[config.mk]
export PLATFORM = sky130hd
export DESIGN_NAME = shift_normalizer_flat
export DESIGN_NICKNAME = d
export VERILOG_FILES = /design/src/rtl/shift_normalizer_if.sv /design/src/rtl/shift_normalizer.sv /design/src/flat_wrapper.sv
export SDC_FILE = /design/constraint.sdc
export NUM_CORES = 1
export LEC_CHECK = 0
export ABC_AREA = 1
export CORE_MARGIN = 1
export CORE_UTILIZATION = 42
export CTS_CLUSTER_DIAMETER = 80
export DETAILED_ROUTE_END_ITERATION = 7
export PLACE_DENSITY = 0.83
export SYNTH_ARGS = -nofsm -noshare
export SYNTH_HDL_FRONTEND = slang
export SYNTH_SLANG_ARGS = --single-unit
[constraint.sdc]
create_clock -name shift_normalizer_port_clk -period 1 [get_ports shift_normalizer_port_clk]
set_input_delay 0.2 -clock shift_normalizer_port_clk [delete_from_list [all_inputs] [get_ports shift_normalizer_port_clk]]
set_output_delay 0.2 -clock shift_normalizer_port_clk [all_outputs]
set_load 0.01 [all_outputs]
[src/rtl/shift_normalizer_if.sv]
// Handshake and data bundle for shift_normalizer.
// Optional feature macro: SHIFT_NORMALIZER_LIMIT_EN (adds limit/limited).
// Handshake: start is sampled only while busy=0 (IDLE or DONE). done is a
// one-cycle pulse. output/count/zero (and limited) are valid with done and
// hold until the next completion or reset. done and busy are never both high.
interface shift_normalizer_if #(
    parameter int SIZE = 4
);
    localparam int CW = $clog2(SIZE);

    logic            shift_normalizer_port_start;
    logic [SIZE-1:0] shift_normalizer_port_input;
    logic            shift_normalizer_port_direction;
    logic            shift_normalizer_port_busy;
    logic            shift_normalizer_port_done;
    logic [SIZE-1:0] shift_normalizer_port_output;
    logic [CW-1:0]   shift_normalizer_port_count;
    logic            shift_normalizer_port_zero;
`ifdef SHIFT_NORMALIZER_LIMIT_EN
    logic [CW-1:0]   shift_normalizer_port_limit;
    logic            shift_normalizer_port_limited;
`endif
    // FSM state for observation: 0=IDLE, 1=SHIFT, 2=DONE
    logic [1:0]      dbg_state;

    modport master (
        output shift_normalizer_port_start,
        output shift_normalizer_port_input,
        output shift_normalizer_port_direction,
`ifdef SHIFT_NORMALIZER_LIMIT_EN
        output shift_normalizer_port_limit,
        input  shift_normalizer_port_limited,
`endif
        input  shift_normalizer_port_busy,
        input  shift_normalizer_port_done,
        input  shift_normalizer_port_output,
        input  shift_normalizer_port_count,
        input  shift_normalizer_port_zero,
        input  dbg_state
    );

    modport slave (
        input  shift_normalizer_port_start,
        input  shift_normalizer_port_input,
        input  shift_normalizer_port_direction,
`ifdef SHIFT_NORMALIZER_LIMIT_EN
        input  shift_normalizer_port_limit,
        output shift_normalizer_port_limited,
`endif
        output shift_normalizer_port_busy,
        output shift_normalizer_port_done,
        output shift_normalizer_port_output,
        output shift_normalizer_port_count,
        output shift_normalizer_port_zero,
        output dbg_state
    );
endinterface

[src/rtl/shift_normalizer.sv]
// shift_normalizer: sequential leading-one normalizer. Shifts a captured word
// one position per clock toward the selected end until the leading 1 reaches
// it, then reports the normalized word, the shift count and an all-zero flag.
// The count can drive a barrel shifter's shift amount directly.
// Optional feature macro: SHIFT_NORMALIZER_LIMIT_EN (caps the shift count).
module shift_normalizer #(
    parameter int SIZE = 4
) (
    input  logic              shift_normalizer_port_clk,
    input  logic              shift_normalizer_port_reset,
    shift_normalizer_if.slave bus
);
    localparam int CW = $clog2(SIZE);

    typedef enum logic [1:0] {
        IDLE  = 2'd0,
        SHIFT = 2'd1,
        DONE  = 2'd2
    } state_e;

    state_e          state_q, state_d;
    logic [SIZE-1:0] work_q, work_d;
    logic [CW-1:0]   cnt_q, cnt_d;
    logic            dir_q, dir_d;
    logic [SIZE-1:0] out_q, out_d;
    logic [CW-1:0]   count_q, count_d;
    logic            zero_q, zero_d;
    logic            target_bit;
`ifdef SHIFT_NORMALIZER_LIMIT_EN
    logic [CW-1:0]   limit_q, limit_d;
    logic            limited_q, limited_d;
`endif

    // The bit that must be 1 for the word to count as normalized.
    assign target_bit = dir_q ? work_q[0] : work_q[SIZE-1];

    // Next-state and datapath: capture on start, shift until normalized.
    always_comb begin
        state_d = state_q;
        work_d  = work_q;
        cnt_d   = cnt_q;
        dir_d   = dir_q;
        out_d   = out_q;
        count_d = count_q;
        zero_d  = zero_q;
`ifdef SHIFT_NORMALIZER_LIMIT_EN
        limit_d   = limit_q;
        limited_d = limited_q;
`endif
        case (state_q)
            IDLE, DONE: begin
                // DONE accepts start like IDLE so operations can run back to back.
                state_d = IDLE;
                if (bus.shift_normalizer_port_start) begin
                    work_d  = bus.shift_normalizer_port_input;
                    dir_d   = bus.shift_normalizer_port_direction;
                    cnt_d   = '0;
`ifdef SHIFT_NORMALIZER_LIMIT_EN
                    limit_d = bus.shift_normalizer_port_limit;
`endif
                    state_d = SHIFT;
                end
            end
            SHIFT: begin
                if (work_q == '0) begin
                    out_d   = '0;
                    count_d = '0;
                    zero_d  = 1'b1;
`ifdef SHIFT_NORMALIZER_LIMIT_EN
                    limited_d = 1'b0;
`endif
                    state_d = DONE;
                end else if (target_bit) begin
                    out_d   = work_q;
                    count_d = cnt_q;
                    zero_d  = 1'b0;
`ifdef SHIFT_NORMALIZER_LIMIT_EN
                    limited_d = 1'b0;
`endif
                    state_d = DONE;
`ifdef SHIFT_NORMALIZER_LIMIT_EN
                end else if (cnt_q == limit_q) begin
                    // Cap reached before normalization: report the partial word.
                    out_d     = work_q;
                    count_d   = limit_q;
                    zero_d    = 1'b0;
                    limited_d = 1'b1;
                    state_d   = DONE;
`endif
                end else begin
                    // Counter cannot pass SIZE-1: the leading 1 reaches the end first.
                    work_d = dir_q ? (work_q >> 1) : (work_q << 1);
                    cnt_d  = cnt_q + CW'(1);
                end
            end
            default: state_d = IDLE;
        endcase
    end

    // State and result registers with synchronous active-high reset.
    always_ff @(posedge shift_normalizer_port_clk) begin
        if (shift_normalizer_port_reset) begin
            state_q <= IDLE;
            work_q  <= '0;
            cnt_q   <= '0;
            dir_q   <= 1'b0;
            out_q   <= '0;
            count_q <= '0;
            zero_q  <= 1'b0;
`ifdef SHIFT_NORMALIZER_LIMIT_EN
            limit_q   <= '0;
            limited_q <= 1'b0;
`endif
        end else begin
            state_q <= state_d;
            work_q  <= work_d;
            cnt_q   <= cnt_d;
            dir_q   <= dir_d;
            out_q   <= out_d;
            count_q <= count_d;
            zero_q  <= zero_d;
`ifdef SHIFT_NORMALIZER_LIMIT_EN
            limit_q   <= limit_d;
            limited_q <= limited_d;
`endif
        end
    end

    assign bus.shift_normalizer_port_busy   = (state_q == SHIFT);
    assign bus.shift_normalizer_port_done   = (state_q == DONE);
    assign bus.shift_normalizer_port_output = out_q;
    assign bus.shift_normalizer_port_count  = count_q;
    assign bus.shift_normalizer_port_zero   = zero_q;
    assign bus.dbg_state                    = state_q;
`ifdef SHIFT_NORMALIZER_LIMIT_EN
    assign bus.shift_normalizer_port_limited = limited_q;
`endif
endmodule

[src/flat_wrapper.sv]
// flat-port wrapper written by rule: the top's interface ports become plain ports
module shift_normalizer_flat 
#(
    parameter int SIZE = 4
)
  (shift_normalizer_port_clk, shift_normalizer_port_reset, bus_shift_normalizer_port_start, bus_shift_normalizer_port_input, bus_shift_normalizer_port_direction, bus_shift_normalizer_port_busy, bus_shift_normalizer_port_done, bus_shift_normalizer_port_output, bus_shift_normalizer_port_count, bus_shift_normalizer_port_zero, bus_dbg_state);
  shift_normalizer_if #(.SIZE(SIZE)) bus_i ();
  input  logic shift_normalizer_port_clk;
  input  logic shift_normalizer_port_reset;
  input wire logic [$bits(bus_i.shift_normalizer_port_start)-1:0] bus_shift_normalizer_port_start;
  input wire logic [$bits(bus_i.shift_normalizer_port_input)-1:0] bus_shift_normalizer_port_input;
  input wire logic [$bits(bus_i.shift_normalizer_port_direction)-1:0] bus_shift_normalizer_port_direction;
  output wire logic [$bits(bus_i.shift_normalizer_port_busy)-1:0] bus_shift_normalizer_port_busy;
  output wire logic [$bits(bus_i.shift_normalizer_port_done)-1:0] bus_shift_normalizer_port_done;
  output wire logic [$bits(bus_i.shift_normalizer_port_output)-1:0] bus_shift_normalizer_port_output;
  output wire logic [$bits(bus_i.shift_normalizer_port_count)-1:0] bus_shift_normalizer_port_count;
  output wire logic [$bits(bus_i.shift_normalizer_port_zero)-1:0] bus_shift_normalizer_port_zero;
  output wire logic [$bits(bus_i.dbg_state)-1:0] bus_dbg_state;
  assign bus_i.shift_normalizer_port_start = bus_shift_normalizer_port_start;
  assign bus_i.shift_normalizer_port_input = bus_shift_normalizer_port_input;
  assign bus_i.shift_normalizer_port_direction = bus_shift_normalizer_port_direction;
  assign bus_shift_normalizer_port_busy = bus_i.shift_normalizer_port_busy;
  assign bus_shift_normalizer_port_done = bus_i.shift_normalizer_port_done;
  assign bus_shift_normalizer_port_output = bus_i.shift_normalizer_port_output;
  assign bus_shift_normalizer_port_count = bus_i.shift_normalizer_port_count;
  assign bus_shift_normalizer_port_zero = bus_i.shift_normalizer_port_zero;
  assign bus_dbg_state = bus_i.dbg_state;
  shift_normalizer #(.SIZE(SIZE)) u_core (.shift_normalizer_port_clk(shift_normalizer_port_clk), .shift_normalizer_port_reset(shift_normalizer_port_reset), .bus(bus_i));
endmodule
After elaboration in Yosys (flattened, before gate mapping):

Index checks and enable logic that the tools add are counted.

* $add $sub $neg: 1
* muxes and demuxes: 20
* reductions and logical operators: 8
* equality and inequality tests: 6

Operators with widths (number)
* $mux 4: 6
* $mux 2: 7
* $pmux 2 s2: 2
* $pmux 4 s2: 1
* $ne 2x2->1 const B: 3
* $logic_not 4->1: 1
* $mux 1: 4
* $reduce_and 2->1: 2
* $reduce_and 4->1: 1
* $reduce_bool 2->1: 2
* $ne 3x1->1 const B: 1
* $add 2x1->2 const B: 1
* $eq 2x1->1 const B: 1
* $eq 2x2->1 const B: 1
* $logic_not 2->1: 1
* $reduce_or 2->1: 1

* bits in registers: 16
* output and inout port bits: 11
* logic and storage cells: 42
* bits of input ports: 8

Logic depth before layout (Yosys ltp):

Gate-level depths: netlist of run 1.

* word-level depth: 4
* depth in mapped cells: 8
* gate-level depth less buffers: 8

Worst setup path before layout of run 1:

No wires, ideal clock.

* kind: reg2reg
* start point: register u_core.state_q[1], in the netlist u_core.bus.dbg_state[1]
* end point: register u_core.work_q[3]
* setup time: 0.113 ns
* required time: 0.887 ns
* period minus slack after synthesis: 1.063 ns
* data arrival time: 0.950 ns
* slack: -0.063 ns
* stages on the path, launching flop included: 8
* buffers on the path: 0
* path through: dfxtp_1 > inv_1 > nand2_2 > inv_6 > nand2_8 > nand2_4 > nor2_1 > nor2_1

* elaborated cells between the ends (all ways): 10
* classes of those cells: eq/ne: 5; mux: 1; reduce/logical: 4

RTL lines
* start: declaration: line shift_normalizer.sv:21 `state_e state_q, state_d;`
* start signal: assignment: line shift_normalizer.sv:115 `state_q <= state_d;`
* $eq 2x1->1 (*)
* net bus_shift_normalizer_port_busy: line flat_wrapper.sv:13 `output wire logic [$bits(bus_i.shift_normalizer_port_busy)-1:0] bus_shift_normalizer_port_busy;`
* $ne 2x2->1 (no line) / $reduce_bool 2->1 (equally long branches)
* $reduce_and 4->1 (no line)
* end signal: assignment: line shift_normalizer.sv:116 `work_q <= work_d;`
* end: declaration: line shift_normalizer.sv:22 `logic [SIZE-1:0] work_q, work_d;`

Mark *: on every way through the listed nets, which the timed path passes. The rest lies on a longest branch.
A chain may end at the register's enable or synchronous reset.

Worst setup path after layout of run 1:

* start point: register u_core.work_q[3]
* end point: register u_core.out_q[2], in the netlist u_core.bus.shift_normalizer_port_output[2]

* cells in the longest elaborated chain, start to end: 3
* elaborated cells between the ends (all ways): 5
* classes of those cells: mux: 2; reduce/logical: 3

Ends and longest elaborated chain
* $logic_not 4->1 / $mux 1 (equally long branches): line shift_normalizer.sv:65, shift_normalizer.sv:35
* $reduce_bool 2->1 (no line)
* $reduce_and 2->1 (no line)
* end signal: assignment: line shift_normalizer.sv:119 `out_q <= out_d;`
* end: declaration: line shift_normalizer.sv:25 `logic [SIZE-1:0] out_q, out_d;`

Parallel ways exist; a longest one is shown, timed or not.

==> results.ini, run 1 <==
[final_layout]
fin_nets=161
drive_gt1_frac=0.563
antenna_cells=0
final_area_um2=1300
area_delta_synth_final_pct=68.6

[die]
initial_core_util=0.448
dieArea_um2=2020
coreArea_um2=1730
die_w_um=44.9
die_y_um=44.9
top_level_ports=19
rows=15

[worst_setup_path]
rr_startpoint=u_core.work_q[3]$_SDFFE_PP0P_
rr_endpoint=u_core.bus.shift_normalizer_port_output[2]$_SDFFE_PP0P_
worst-r2r-cell-count=7
cp-end-kind=flip-flop
path_depth=7
start_kind=flip-flop
cp-endpoint=u_core.bus.shift_normalizer_port_output[2]$_SDFFE_PP0P_
cp_common_cell=nand2_4
crit_family=simple AND/OR/NAND/NOR gates
ff2ff_setup_slack_ns=-0.14
startpoint=u_core.work_q[3]$_SDFFE_PP0P_
cpMaxStageDelayCell=dfxtp_4
cp_slowest_stage_delay_ns=0.38
path_class=reg2reg
crit_buf_inv=1
critPathArrivalTime_ns=1.33
crit_chain=nor2_4 > nand2_4 > nand2_8 > buf_12 > nand2_4 > nand2_1 > a21oi_2
cp_max_fo=5
required_ns=1.18

[cts]
cts_buffers=3
holdBufCountCts=0
cts-root-buf=clkbuf_4
clock-sinks=16
clk_pin_slew_ns=0.09
ctsLongestPathBuffers=2
cts_tree=yes
htree_levels=1
clk_latency_ns=0.29

[pwr]
intPower_w=0.00140
switching_power_w=0.000854
pwr-share-seq=0.354
p_leak_nw=0.582
fin_total_pwr_w=0.00225
p_comb_frac=0.499
p_per_area_nw_per_um2=1730
clockPowerShare=0.148
swShare=0.379
irDropWorstVdd_uv=1280

[placement]
place_congestion=0.950
post_dp_cell_area_um2=1090
dp_hpwl_mm=1.44
numPortBuffers=18

[timing]
slew_headroom=0.877
finalClockSkew_ns=0.00836
hold_viol=0
slew_violations=0
rsz0062_at_grt=yes
timing.final.ws_setup_ns=-0.142
min_period_ns=1.14
fmax_mhz=876
whs_ns=0.465
setup_viol=16
timing.final.crit_share=1.14
tightestPinTransition_ns=0.184

[synthesis]
syn-cell-area_um2=773
postSynthAreaPerCell_um2=7.23
synthCells=107
ys_top_cells_by_area=dfxtp_1, nand2_1, nand3_1
synth_top_area_frac=0.414
synth_nets=115
ys_warn_count=0
ys_seq_area_frac=0.414
yosysTopAreaCell=dfxtp_1
synth_seq_cells=16
ys_types=17

[route]
dr.pass1.iters=4
drt-initial-drc-count=7
vias_per_cell=4.86
detail-route-antenna-nets=0
drcViolationCount=0
wl_per_cell_um=13.8
vias=855
route.final.wire_length_mm=2.42

[min_path]
hold_start=u_core.bus.shift_normalizer_port_count[0]$_SDFFE_PP0P_
hp-class=reg2reg

[grt]
grt.overflow.total=0
grt_use_total=0.256
antenna_found_initial=0
grt_pass1_wl_mm=3.59
grt_pass1_vias=785
grt_max_degree=11

[flow_run]
drv_cap=0

[run_status]
violations=negative setup slack
outcome=finished, violations left

==> how the worst min path moves through the flow <==
stage,depth (start not counted),end
2_1_floorplan,2,u_core.dir_q$_SDFFE_PP0P_
3_3_place_gp,2,u_core.bus.shift_normalizer_port_zero$_SDFFE_PP0P_
3_5_place_dp,2,u_core.bus.shift_normalizer_port_output[2]$_SDFFE_PP0P_
4_1_cts,2,u_core.bus.shift_normalizer_port_output[2]$_SDFFE_PP0P_
5_1_grt,2,u_core.bus.shift_normalizer_port_zero$_SDFFE_PP0P_
6_report,2,u_core.bus.shift_normalizer_port_count[0]$_SDFFE_PP0P_
==> cell usage after synthesis <==
library cell,n
nor2_4,1
nor2_2,2
inv_6,1
inv_2,1
nor2_1,12
buf_2,1
nand2_8,1
nand3_4,1
nand3_1,15
o211ai_1,2
a21oi_1,8
nand2_4,2
dfxtp_1,16
nand2_1,29
o21ai_0,3
nand2_2,3
inv_1,9
==> sequential cells by signal, summed over array words and instances (netlist names) <==
register,count
u_core.cnt_q,2
u_core.bus.shift_normalizer_port_count,2
u_core.bus.shift_normalizer_port_output,4
u_core.work_q,4
u_core.dir_q,1
u_core.bus.shift_normalizer_port_zero,1
u_core.bus.dbg_state,2
==> through the flow <==
| stage | std cells | utilization | setup WS (ns) | setup TNS [ns] |
|---|---|---|---|---|
| detailed placement | 163 | 0.633 | -0.259 | -3.39 |
| global placement | 163 | 0.633 | -0.230 | -2.90 |
| floorplan | 107 | - | -0.0346 | -0.222 |
| global route | 176 | 0.755 | -0.178 | -2.40 |
| CTS | 174 | 0.703 | -0.104 | -1.44 |
| finish | 176 | 0.755 | -0.142 | -1.76 |
==> layout by cell type (no fill, tap or decap), types with 2 or more instances in the layout <==
cell | Yosys | final
nand3_2 | 0 | 2
clkbuf_4 | 0 | 3
nor2_2 | 2 | 4
clkdlybuf4s50_1 | 0 | 7
buf_4 | 0 | 21
buf_2 | 1 | 8
buf_6 | 0 | 2
inv_2 | 1 | 4
inv_1 | 9 | 5
dfxtp_2 | 0 | 10
buf_12 | 0 | 2
nand3_1 | 15 | 13
nor2_1 | 12 | 6
dfxtp_4 | 0 | 3
nand2_2 | 3 | 5
nor2_4 | 1 | 5
o211ai_1 | 2 | 2
o21ai_1 | 0 | 2
nand2_4 | 2 | 4
nand2_1 | 29 | 24
nand2_8 | 1 | 3
a21oi_1 | 8 | 3
dfxtp_1 | 16 | 3
a21oi_2 | 0 | 5
==> what timing repair did <==
action	CTS	global route
hold endpoints to repair	0	0
endpoints found under the setup margin	26	20
cloned	1	0
setup buffers	7	2
pin swaps	7	12
gates resized for setup	70	25
==> layer usage <==
| metal | GRT usage | up-vias | wire, µm |
|---|---|---|---|
| met2 | 0.429 | 20 | 1300 |
| met4 | 0.0667 | 0 | 17 |
| met3 | 0.108 | 4 | 118 |
| met5 | 0 | - | 0 |
| met1 | 0.301 | 396 | 992 |
| li1 | - | 435 | - |
==> power groups by stage <==
stage | Sequential [W] | Clock [W] | Combinational, W
floorplan | 0.000784 | 0 | 0.000426
global placement | 0.000772 | 0 | 0.000728
detailed placement | 0.000775 | 0 | 0.000746
CTS | 0.000784 | 0.000340 | 0.000962
global route | 0.000804 | 0.000375 | 0.00120
finish | 0.000797 | 0.000333 | 0.00112
==> area by class of cell <==
type,count,area [µm²]
Sequential cell,16,344
Inverter,11,48.8
Fill cell,119,423
Multi-Input combinational cell,80,522
Timing Repair Buffer,41,335
Tap cell,25,31.3
Clock buffer,3,22.5
==> logic make-up after synthesis <==
group | synth area share
DFF | 0.414
buffers and inverters | 0.0663
and+or+nand+nor | 0.429
AOI/OAI and AO/OA | 0.0906
==> worst register-to-register path: stages (launching register included) <==
cell and delay, ns:
dfxtp_4 0.38, nor2_4 0.14, nand2_4 0.10, nand2_8 0.11
buf_12 0.11, nand2_4 0.07, nand2_1 0.09, a21oi_2 0.05
Power figures use the tool's default switching activity.
==> run 2: changes to the inputs <==
--- a/config.mk
+++ b/config.mk
@@ -6,11 +6,15 @@
 export NUM_CORES = 1
 export LEC_CHECK = 0
 export ABC_AREA = 1
+export CELL_PAD_IN_SITES_DETAIL_PLACEMENT = 0
+export CELL_PAD_IN_SITES_GLOBAL_PLACEMENT = 2
 export CORE_MARGIN = 1
-export CORE_UTILIZATION = 42
+export CORE_UTILIZATION = 23
 export CTS_CLUSTER_DIAMETER = 80
 export DETAILED_ROUTE_END_ITERATION = 7
 export PLACE_DENSITY = 0.83
+export RECOVER_POWER = 50
 export SYNTH_ARGS = -nofsm -noshare
 export SYNTH_HDL_FRONTEND = slang
 export SYNTH_SLANG_ARGS = --single-unit
+export TNS_END_PERCENT = 100
==> run 2 against run 1 <==
Effect of this change: the run still ends with negative setup slack left; sequential cell count stayed put; global-route usage is 9.4 points lower; utilization is 30 points lower; worst setup slack better by 0.0020 ns; critical path type is now reg2out; critical endpoint is now bus_shift_normalizer_port_busy.
==> results.ini, run 2 (same netlist as run 1, synthesis figures left out) <==
[run_status]
outcome=finished, violations left
violations=negative setup slack

[cts]
ctsLongestPathBuffers=2
clock-sinks=16
holdBufCountCts=0
cts_tree=yes
htree_levels=1
clk_latency_ns=0.30
clk_pin_slew_ns=0.10
cts_buffers=3
cts-root-buf=clkbuf_4

[worst_setup_path]
rr_startpoint=u_core.work_q[0]$_SDFFE_PP0P_
ff2ff_setup_slack_ns=-0.13
crit_chain=inv_2 > nand2_4 > inv_6 > buf_6
cp-endpoint=bus_shift_normalizer_port_busy
cp_max_fo=2
rr_endpoint=u_core.bus.shift_normalizer_port_output[2]$_SDFFE_PP0P_
cp_slowest_stage_delay_ns=0.36
critPathArrivalTime_ns=0.94
crit_buf_inv=3
startpoint=u_core.bus.dbg_state[1]$_SDFFE_PP0P_
start_kind=flip-flop
crit_family=flip-flops
path_depth=4
cp-end-kind=output port
worst-r2r-cell-count=8
cpMaxStageDelayCell=dfxtp_2
path_class=reg2out
required_ns=0.80

[timing]
slew_violations=0
hold_viol=0
finalClockSkew_ns=0.000841
timing.final.ws_setup_ns=-0.140
rsz0062_at_grt=yes
setup_viol=18
timing.final.crit_share=1.14
min_period_ns=1.14
slew_headroom=0.817
tightestPinTransition_ns=0.272
fmax_mhz=877

[final_layout]
area_delta_synth_final_pct=84.3
antenna_cells=0
final_common_cell=buf_4
drive_gt1_frac=0.599
fin_nets=166
postLayoutCoreUtil=0.456
layout_common_cells=buf_4, nand2_1, nand3_1
nFillCells=328
instances_no_fill=201
final_area_um2=1430

[pwr]
p_per_area_nw_per_um2=1740
irDropWorstVdd_uv=397
fin_total_pwr_w=0.00248
p_leak_nw=0.622

[min_path]
hp-class=reg2reg

[die]
die_y_um=60.0
coreArea_um2=3130
initial_core_util=0.247
rows=20
die_w_um=60.0
top_level_ports=19
dieArea_um2=3600

[route]
detail-route-antenna-nets=0
route.final.wire_length_mm=2.46
vias_per_cell=4.35
vias=874
drt-initial-drc-count=23
drcViolationCount=0
dr.pass1.iters=4
wl_per_cell_um=12.2

[flow_run]
drv_cap=0

[grt]
grt_pass1_vias=841
grt.overflow.total=0
grt_use_total=0.162
grt_max_degree=11
antenna_found_initial=0
grt_pass1_wl_mm=4.00

[placement]
post_dp_cell_area_um2=1130
dp.cells=184
place_congestion=0.784
dp_worst_setup_slack_ns=-0.259
numPortBuffers=18
dp_hpwl_mm=1.60

run 2: cell types whose count changed in the layout (fill, tap and decap cells not counted), sizes merged:
cell / previous run / this run
buf: 33 / 39
run 2: cell type report:
class	count	area, µm²	share of cell area
clock buffers	4	36.3	0.0255
inverters	11	46.3	0.0325
multi-input cells	80	543	0.381
flip-flops and latches	16	345	0.242
well taps	44	55.1	0.0386
repair buffers	46	399	0.280
run 2: routing by layer:
metal	wire (µm)	up-vias	GRT usage
li1	-	447	-
met4	34	0	0.0797
met5	0	-	0
met3	58	4	0.0325
met2	1310	11	0.286
met1	1060	412	0.183
run 2: metrics by stage:
stage               hold WS (ns)  TNS [ns]
floorplan                  0.393    -0.222
global placement           0.452     -3.64
detailed placement         0.456     -3.59
CTS                        0.459     -1.53
global route               0.465     -2.82
finish                     0.452     -1.72
run 2: worst min-delay path by stage:
stage                                                            start                                                 endpoint  slack (ns)  cells past startpoint
2_1_floorplan                      bus_shift_normalizer_port_direction                                u_core.dir_q$_SDFFE_PP0P_        0.39                      2
3_3_place_gp   u_core.bus.shift_normalizer_port_output[3]$_SDFFE_PP0P_  u_core.bus.shift_normalizer_port_output[3]$_SDFFE_PP0P_        0.45                      2
3_5_place_dp   u_core.bus.shift_normalizer_port_output[3]$_SDFFE_PP0P_  u_core.bus.shift_normalizer_port_output[3]$_SDFFE_PP0P_        0.46                      2
4_1_cts         u_core.bus.shift_normalizer_port_count[1]$_SDFFE_PP0P_   u_core.bus.shift_normalizer_port_count[1]$_SDFFE_PP0P_        0.46                      2
5_1_grt         u_core.bus.shift_normalizer_port_count[1]$_SDFFE_PP0P_   u_core.bus.shift_normalizer_port_count[1]$_SDFFE_PP0P_        0.46                      2
6_report        u_core.bus.shift_normalizer_port_count[1]$_SDFFE_PP0P_   u_core.bus.shift_normalizer_port_count[1]$_SDFFE_PP0P_        0.45                      2
run 2: worst min-delay path: cells and delay by family (launching register included):
kind	cells	cell delay [ns]
flip-flops	1	0.33
AND/OR/NAND/NOR	2	0.09
run 2: where the power goes:
part           switching, W  internal, W
Combinational      0.000618     0.000613
Sequential        0.0000759     0.000719
Clock              0.000236     0.000222
Total              0.000930      0.00155
run 2: timing repair:
item	4_1_cts	5_1_grt
setup buffers	11	1
setup endpoints to repair	26	20
cloned	1	0
endpoints found under the hold margin	0	0
pin swaps	9	13
gates resized for setup	81	24
==> run 3: changes to the inputs <==
--- a/config.mk
+++ b/config.mk
@@ -8,7 +8,7 @@
 export ABC_AREA = 1
 export CELL_PAD_IN_SITES_DETAIL_PLACEMENT = 0
 export CELL_PAD_IN_SITES_GLOBAL_PLACEMENT = 2
-export CORE_MARGIN = 1
+export CORE_MARGIN = 5
 export CORE_UTILIZATION = 23
 export CTS_CLUSTER_DIAMETER = 80
 export DETAILED_ROUTE_END_ITERATION = 7
==> run 3 against run 2 <==
Effect of this change: the run still ends with negative setup slack left; worst hold slack improved by 0.012 ns; clock skew increased by 0.0033 ns; wire length shrank 14%; sequential share of layout area is 2.2 points higher; worst setup slack improved by 0.032 ns; via count fell by 7.2%; cell count shrank 2.5%; non-clock buffer count down 7; critical path depth grew 3; global-route usage decreased by 6.0 points; utilization shrank 5.9 points; largest power group unchanged.
==> results.ini, run 3 (same netlist as run 1, synthesis figures left out) <==
[run_status]
outcome=finished, violations left
violations=negative setup slack

[timing]
slew_headroom=0.833
timing.final.crit_share=1.11
setup-tns-final_ns=-1.08
hold_viol=0
tightestPinTransition_ns=0.251
slew_violations=0
setup_viol=15
rsz0062_at_grt=yes
fmax_mhz=903
whs_ns=0.464
min_period_ns=1.11
finalClockSkew_ns=0.00410
timing.final.ws_setup_ns=-0.108

[final_layout]
final_common_cell=nand2_1
area_delta_synth_final_pct=68.3
instances_no_fill=196
fin_nets=159
final_area_um2=1300
antenna_cells=0
layout_common_cells=nand2_1, buf_4, nand3_1
drive_gt1_frac=0.513

[pwr]
pwr-share-seq=0.352
clockPowerShare=0.188
intPower_w=0.00144
p_comb_frac=0.460
switching_power_w=0.000799
p_leak_nw=0.587
irDropWorstVdd_uv=445
swShare=0.357
p_per_area_nw_per_um2=1720

[route]
dr.pass1.iters=4
drt-initial-drc-count=42
vias=811
detail-route-antenna-nets=0
vias_per_cell=4.14
route.final.wire_length_mm=2.10
wl_per_cell_um=10.7
drcViolationCount=0

[cts]
htree_levels=1
ctsLongestPathBuffers=2
cts_tree=yes
clk_pin_slew_ns=0.10
clk_latency_ns=0.28
holdBufCountCts=0
cts_buffers=3
cts-root-buf=clkbuf_4
clock-sinks=16

[grt]
grt_pass1_vias=781
grt_use_total=0.102
grt_pass1_wl_mm=3.43
antenna_found_initial=0
grt.overflow.total=0
use_met3=0.0148
top_usage_layer=met2
use_met1=0.120
grt_max_degree=11
grt_use_met2=0.173

[die]
coreArea_um2=3280
rows=21
top_level_ports=19
die_w_um=68.0
die_y_um=68.0
initial_core_util=0.235
dieArea_um2=4620

[worst_setup_path]
cp_max_fo=6
cp-end-kind=flip-flop
ff2ff_setup_slack_ns=-0.11
rr_startpoint=u_core.work_q[3]$_SDFFE_PP0P_
worst-r2r-cell-count=7
critPathArrivalTime_ns=1.29
required_ns=1.18
rr_endpoint=u_core.work_q[0]$_SDFFE_PP0P_
start_kind=flip-flop
path_class=reg2reg

[placement]
dp.cells=187
place_congestion=0.773
numPortBuffers=18
post_dp_cell_area_um2=1140
dp_hpwl_mm=1.49

[min_path]
hp-class=reg2reg
hold_depth=2
hold_path_end=u_core.bus.shift_normalizer_port_zero$_SDFFE_PP0P_
hold_start=u_core.bus.shift_normalizer_port_zero$_SDFFE_PP0P_

[flow_run]
drv_cap=0

[run 3: worst max-delay path by stage]
| stage | startpoint | end | slack, ns | cells after the start |
|---|---|---|---|---|
| after global routing | u_core.work_q[0]$_SDFFE_PP0P_ | u_core.work_q[3]$_SDFFE_PP0P_ | -0.18 | 8 |
| after detailed placement | u_core.bus.dbg_state[1]$_SDFFE_PP0P_ | bus_shift_normalizer_port_busy | -0.23 | 4 |
| final | u_core.work_q[3]$_SDFFE_PP0P_ | u_core.work_q[0]$_SDFFE_PP0P_ | -0.11 | 7 |
| after CTS | u_core.work_q[3]$_SDFFE_PP0P_ | u_core.work_q[3]$_SDFFE_PP0P_ | -0.10 | 8 |
| after global placement | u_core.bus.dbg_state[1]$_SDFFE_PP0P_ | bus_shift_normalizer_port_busy | -0.23 | 4 |
| after floorplan | u_core.dir_q$_SDFFE_PP0P_ | u_core.work_q[3]$_SDFFE_PP0P_ | -0.03 | 8 |
[run 3: worst max-delay path, cell delays in order (launching register included)]
cell,delay (ns)
dfxtp_4,0.38
nor2_4,0.14
nand2_4,0.08
buf_6,0.13
nand3_4,0.11
nand3_1,0.08
nand2_1,0.06
nor2_1,0.04
[run 3: through the flow]
stage	utilization	worst slack, ns	total power (W)
after global routing	0.396	-0.177	0.00241
after detailed placement	0.347	-0.232	0.00159
after CTS	0.370	-0.105	0.00212
final	0.396	-0.108	0.00224
after global placement	0.347	-0.226	0.00160
after floorplan	-	-0.0346	0.00121
[run 3: timing repair]
item                                    in CTS  in global routing
resized for setup                           74                 14
setup buffers                                0                  4
gates cloned                                 1                  0
pin swaps                                   10                 16
endpoints found under the setup margin      26                 21
[run 3: per-layer routing]
| layer | up-vias | share of wire |
|---|---|---|
| li1 | 437 | - |
| met1 | 358 | 0.43 |
| met2 | 14 | 0.51 |
| met3 | 2 | 0.051 |
| met4 | 0 | 0.016 |
| met5 | - | 0 |
[run 3: final cells by class]
cell class              count  area [µm²]
fillers                   336        1980
multi-input cells          80         497
flip-flops and latches     16         344
repair buffers             39         320
well taps                  46        57.6
inverters                  11        46.3
clock buffers               4        36.3
[run 3: power by group through the flow]
stage / clock [W] / combinational [W] / sequential (W)
floorplan: 0 / 0.000426 / 0.000784
global placement: 0 / 0.000821 / 0.000775
detailed placement: 0 / 0.000820 / 0.000775
CTS: 0.000444 / 0.000895 / 0.000785
global route: 0.000481 / 0.00113 / 0.000799
finish: 0.000421 / 0.00103 / 0.000788
==> RTL change 1 (config.mk and constraints of run 1) <==
Make the reset (`shift_normalizer_port_reset`) asynchronous in one clocked block. Comments in the files are not updated.
--- a/src/rtl/shift_normalizer.sv
+++ b/src/rtl/shift_normalizer.sv
@@ -99,5 +99,5 @@
 
     // State and result registers with synchronous active-high reset.
-    always_ff @(posedge shift_normalizer_port_clk) begin
+    always_ff @(posedge shift_normalizer_port_clk or posedge shift_normalizer_port_reset) begin
         if (shift_normalizer_port_reset) begin
             state_q <= IDLE;
Check against the original RTL: differs if shift_normalizer_port_reset is asserted again (counterexample within 4 cycles, from zero or initial values and one cycle with shift_normalizer_port_reset high); with shift_normalizer_port_reset held inactive, the same outputs for 10 cycles.
==> RTL change 1 against run 1 <==
Register-to-register slack got worse by 0.09 ns. Sequential cell count did not move. Maximum frequency fell by 10%. Synthesized area rose by 4.4%. Final cell count fell by 5.1%. Die area rose by 4.2%. Routed wire length fell by 15%. The flow still finishes with violations (negative setup slack). First-iteration DRC count rose to 2.9 times the old value. Critical endpoint is now bus_shift_normalizer_port_busy. Cell area fell by 0.29%. Worst setup slack got worse by 0.13 ns.
Power is not compared: it rests on default switching activity, and its combinational part moved more than twofold at a synthesized area within 25%.
==> RTL change 1: results (changes against run 1) <==
Yosys
  – Seq/Total Area, Yosys: 0.496 (was 0.414)
  – Synth warn: 0 (unchanged)
  – Async S/R FF share, synth: 1.00 (was 0)
  – Most common library cells after synthesis: nand2_1, dfrtp_1, inv_1, nand2_2, nand3_1 (was nand2_1, dfxtp_1, nand3_1)
  – Mapped Nets: 101 (was 115)
  – Area contributors post-synth: dfrtp_1, nand2_1, o21ai_2 (was dfxtp_1, nand2_1, nand3_1)
  – Yosys cell types: 15 (was 17)

Critical path
  – Crit path DAT: 1.07 ns (was 1.33 ns)
  – Max stage delay on crit path: 0.41 ns (was 0.38 ns)
  – CP max stage cell: dfrtp_1 (was dfxtp_4)
  – Top delay family on crit path: flip-flops (was simple AND/OR/NAND/NOR gates)
  – Max FO, Critical Path: 3 (was 5)

Placed design
  – Pre-CTS setup slack: -0.285 ns (was -0.259 ns)
  – Port bufs: 18 (unchanged)
  – Global placement routability congestion: 0.876 (was 0.950)
  – DP HPWL: 1330 um (was 1440 um)
  – DP Area: 1170 sq um (was 1090 sq um)

GRT
  – Pin count of the biggest net entering global routing: 17 (was 11)
  – Gr usage total: 0.226 (was 0.256)
  – Global-route wire length before repair: 3240 um (was 3590 um)

STA
  – Slew margin rel.: 0.855 (was 0.877)
  – Final worst slack: -0.274 ns (was -0.142 ns)
  – Final setup fails: 25 (was 16)
  – Max Clock Skew: 0.00381 ns (was 0.00836 ns)

Layout
  – Nets: 152 (was 161)
  – # fillers: 144 (was 119)
  – Share of cells above drive strength 1: 0.514 (was 0.563)

Status
  – Violated checks: negative setup slack (unchanged)
  – Status: finished with violations (unchanged)

Die
  – Die Wd: 45.8 um (was 44.9 um)
  – Chip height: 45.8 um (was 44.9 um)

Min path
  – Hold crit path type: primary input to asynchronous set/reset pin (was register to register)

Routing
  – Initial detailed-routing violation count: 20 (was 7)
  – Routed vias: 784 (was 855)
  – WL/cell: 12.3 um (was 13.8 um)

Clock tree
  – Worst-Skew Late Latency: 0.29 ns (about the same)
==> RTL change 1: area by class of cell <==
cell class	count	area, sq um	share of cell area
clock buffer	3	22.5	0.0173
inverter	9	38.8	0.0298
multi-input combinational	68	430	0.331
sequential	16	400	0.308
tap	25	31.3	0.0241
timing repair buffer	46	377	0.290
==> RTL change 1: path summary, 6_finish.rpt <==
check | slack, ns | endpoint | depth (start not counted) | from
worst min register to register | 0.57 | u_core.bus.shift_normalizer_port_output[0]$_DFFE_PP0P_ | 3 | u_core.bus.shift_normalizer_port_output[0]$_DFFE_PP0P_
worst min-delay path | 0.23 | u_core.work_q[1]$_DFFE_PP0P_ | 3 | shift_normalizer_port_reset
worst max register to register | -0.23 | u_core.cnt_q[1]$_DFFE_PP0P_ | 7 | u_core.bus.dbg_state[1]$_DFFE_PP0P_
min in group shift_normalizer_port_clk | 0.49 | u_core.dir_q$_DFFE_PP0P_ | 3 | bus_shift_normalizer_port_direction
max in group asynchronous | 0.65 | u_core.cnt_q[1]$_DFFE_PP0P_ | 3 | shift_normalizer_port_reset
worst max-delay path | -0.27 | bus_shift_normalizer_port_busy | 3 | u_core.bus.dbg_state[1]$_DFFE_PP0P_
==> RTL change 1: layer usage <==
metal	share of wire	up-vias	track usage	wire, um
met4	0.018	0	0.0941	36
met3	0.040	4	0.0833	83
met1	0.39	364	0.260	803
met5	0	-	0	0
met2	0.55	20	0.377	1130
li1	-	396	-	-
==> RTL change 1: stage by stage <==
| stage | setup TNS (ns) | std cells | power, mW | util |
|---|---|---|---|---|
| 5_1_grt | -5.51 | 167 | 4.79 | 0.737 |
| 2_1_floorplan | -2.02 | 93 | 2.48 | - |
| 6_report | -3.98 | 167 | 4.44 | 0.737 |
| 4_1_cts | -3.83 | 163 | 3.93 | 0.682 |
| 3_5_place_dp | -4.36 | 154 | 3.55 | 0.662 |
| 3_3_place_gp | -3.80 | 154 | 3.44 | 0.662 |
==> RTL change 1: power groups by stage <==
stage / Combinational (mW) / Sequential [mW] / Clock [mW]
5_1_grt: 3.27 / 1.16 / 0.367
2_1_floorplan: 1.27 / 1.21 / 0
3_3_place_gp: 2.34 / 1.10 / 0
3_5_place_dp: 2.43 / 1.12 / 0
4_1_cts: 2.49 / 1.10 / 0.345
6_report: 2.99 / 1.11 / 0.334
==> RTL change 1: cells by family after synthesis <==
family          after synthesis  share of synthesized area
compound gates                9                     0.0899
xor+xnor                      1                     0.0109
simple gates                 57                      0.347
buf+inv                      10                     0.0558
flops                        16                      0.496
==> RTL change 1: timing repair <==
item / 4_1_cts / 5_1_grt
gates cloned: 0 / 1
setup endpoints to repair: 27 / 27
pin swaps: 2 / 4
setup buffers: 6 / 3
hold buffers: 0 / 0
resized for setup: 47 / 17
==> RTL change 2 (config.mk and constraints of run 1) <==
Without the edit above. `SIZE` is set to 4 in 3 places; all go to 16.
--- a/src/rtl/shift_normalizer_if.sv
+++ b/src/rtl/shift_normalizer_if.sv
@@ -5,5 +5,5 @@
 // hold until the next completion or reset. done and busy are never both high.
 interface shift_normalizer_if #(
-    parameter int SIZE = 4
+    parameter int SIZE = 16
 );
     localparam int CW = $clog2(SIZE);
--- a/src/rtl/shift_normalizer.sv
+++ b/src/rtl/shift_normalizer.sv
@@ -5,5 +5,5 @@
 // Optional feature macro: SHIFT_NORMALIZER_LIMIT_EN (caps the shift count).
 module shift_normalizer #(
-    parameter int SIZE = 4
+    parameter int SIZE = 16
 ) (
     input  logic              shift_normalizer_port_clk,
--- a/src/flat_wrapper.sv
+++ b/src/flat_wrapper.sv
@@ -2,5 +2,5 @@
 module shift_normalizer_flat 
 #(
-    parameter int SIZE = 4
+    parameter int SIZE = 16
 )
   (shift_normalizer_port_clk, shift_normalizer_port_reset, bus_shift_normalizer_port_start, bus_shift_normalizer_port_input, bus_shift_normalizer_port_direction, bus_shift_normalizer_port_busy, bus_shift_normalizer_port_done, bus_shift_normalizer_port_output, bus_shift_normalizer_port_count, bus_shift_normalizer_port_zero, bus_dbg_state);
Ports: changed (resized bus_shift_normalizer_port_count, bus_shift_normalizer_port_input and bus_shift_normalizer_port_output); port bits go from 19 to 45. The function was not compared with the original's and may differ.
==> RTL change 2 against run 1 <==
The flow still finishes with violations (negative setup slack). Power is 130% higher. Sequential cell count is 28 higher. Sequential power grew to 2.5 times the old value. Worst setup slack worse by 0.37 ns. Count of clock-buffer cells in the layout is 2 higher. Critical path depth is 3 higher. Non-clock buffer count is 64 higher. Synthesized area grew to 2.7 times the old value. Via count grew to 3.0 times the old value. Cell area grew to 2.6 times the old value. Final cell count grew to 2.7 times the old value. Die area grew to 2.6 times the old value. Routed wire length grew to 2.9 times the old value. Critical endpoint is now u_core.work_q[12]$_SDFFE_PP0P_. Largest cell class unchanged. Largest power group is now registers.
==> RTL change 2: results (changes against run 1) <==
Power
  – Net Sw Frac: 0.337 (was 0.379)
  – IR drop worst, VDD: 0.896 mV (was 1.28 mV)

Min path
  – Hold crit path type: primary input to register (was register to register)

Yosys
  – Most common library cells after synthesis: nand2_1, nor2_1, dfxtp_1 (was nand2_1, dfxtp_1, nand3_1)
  – Mapped Nets: 333 (was 115)
  – Area contributors post-synth: dfxtp_1, nand2_1, nor2_1 (was dfxtp_1, nand2_1, nand3_1)
  – Seq/Total Area, Yosys: 0.422 (was 0.414)

Placed design
  – DP HPWL: 3960 um (was 1440 um)
  – Pre-CTS setup slack: -0.440 ns (was -0.259 ns)
  – DP Area: 2980 sq um (was 1090 sq um)
  – Port bufs: 44 (was 18)

GRT
  – Global-route wire length before repair: 9800 um (was 3590 um)
  – Vias in the first global route: 2,268 (was 785)
  – Gr usage total: 0.240 (was 0.256)
  – Pin count of the biggest net entering global routing: 31 (was 11)

Critical path
  – Max stage delay on crit path: 0.34 ns (was 0.38 ns)
  – Crit path DAT: 1.74 ns (was 1.33 ns)
  – CP max stage cell: dfxtp_1 (was dfxtp_4)

STA
  – Final setup fails: 47 (was 16)
  – Slew margin rel.: 0.842 (was 0.877)
  – Max Clock Skew: 0.00512 ns (was 0.00836 ns)
  – Setup TNS: -18.24 ns (was -1.76 ns)
  – Final worst slack: -0.508 ns (was -0.142 ns)

Clock tree
  – Worst-Skew Late Latency: 0.30 ns
  – H-tree Lvls: 2 (was 1)
  – CTS buffer count: 5 (was 3)

Layout
  – Share of cells above drive strength 1: 0.455 (was 0.563)
  – Nets: 431 (was 161)

Routing
  – Routed WL: 7100 um (was 2420 um)
  – Routed vias: 2,539 (was 855)
  – Initial detailed-routing violation count: 190 (was 7)

Status
  – Status: finished with violations (unchanged)
  – Violated checks: negative setup slack (unchanged)
[RTL change 2: cell count changes in the layout (fill, tap and decap cells not counted), sizes merged, moves of 11 or more]
cell | run 1 | this run
dfxtp | 16 | 44
a22oi | 0 | 12
clkdlybuf4s50 | 7 | 18
nor2 | 15 | 64
a21oi | 8 | 25
nand2 | 36 | 103
buf | 33 | 86
[RTL change 2: tightest hold or removal path: cells and delay by family]
kind            cells  cell delay [ns]
simple gates        1             0.10
compound gates      1             0.06
buf+inv             2             0.32
[RTL change 2: what timing repair did]
| item | CTS | global route |
|---|---|---|
| resized for setup | 136 | 62 |
| pin swaps | 5 | 15 |
| cloned | 2 | 3 |
| endpoints found under the setup margin | 69 | 48 |
| endpoints found under the hold margin | 0 | 0 |
| buffers inserted | 2 | 7 |
[RTL change 2: worst paths after layout]
check	from	cells after the start	slack, ns	end
max	u_core.work_q[10]$_SDFFE_PP0P_	10	-0.51	u_core.work_q[12]$_SDFFE_PP0P_
min	bus_shift_normalizer_port_start	4	0.41	u_core.bus.dbg_state[0]$_SDFFE_PP0P_
max reg2reg	u_core.work_q[10]$_SDFFE_PP0P_	10	-0.51	u_core.work_q[12]$_SDFFE_PP0P_
min reg2reg	u_core.bus.shift_normalizer_port_output[6]$_SDFFE_PP0P_	2	0.46	u_core.bus.shift_normalizer_port_output[6]$_SDFFE_PP0P_
[RTL change 2: per-layer routing]
metal	track usage	wire length, um	part of all wire
met3	0.0514	427	0.060
met2	0.425	3780	0.53
met4	0.118	219	0.031
met1	0.273	2670	0.38
met5	0	0	0
[RTL change 2: final cells by class]
| type | instances | area, sq um |
|---|---|---|
| multi-input combinational | 235 | 1350 |
| fill | 350 | 1320 |
| sequential | 44 | 918 |
| timing repair buffer | 105 | 891 |
| inverter | 19 | 83.8 |
| tap | 67 | 83.8 |
| clock buffer | 5 | 68.8 |
| clock inverter | 3 | 46.3 |
[RTL change 2: per-stage QoR]
stage / util / hold slack (ns) / cells
final: 0.723 / 0.409 / 478
after global routing: 0.723 / 0.425 / 478
after CTS: 0.652 / 0.463 / 468
after detailed placement: 0.627 / 0.457 / 456
after global placement: 0.627 / 0.452 / 456
after floorplan: - / 0.393 / 312
[RTL change 2: kinds of logic after synthesis]
family	share of synthesized area
and+or+nand+nor	0.344
DFF	0.422
AOI/OAI and AO/OA	0.140
buffers and inverters	0.0833
adders and majority gates	0.00599
xor gates and xnor gates	0.00420
[RTL change 2: power by group through the flow]
stage	Sequential [mW]	Clock (mW)	Combinational, mW
floorplan	2.05	0	0.765
global placement	2.02	0	1.27
detailed placement	2.03	0	1.30
CTS	1.99	1.41	1.39
global route	2.03	1.48	1.91
finish	2.01	1.42	1.77
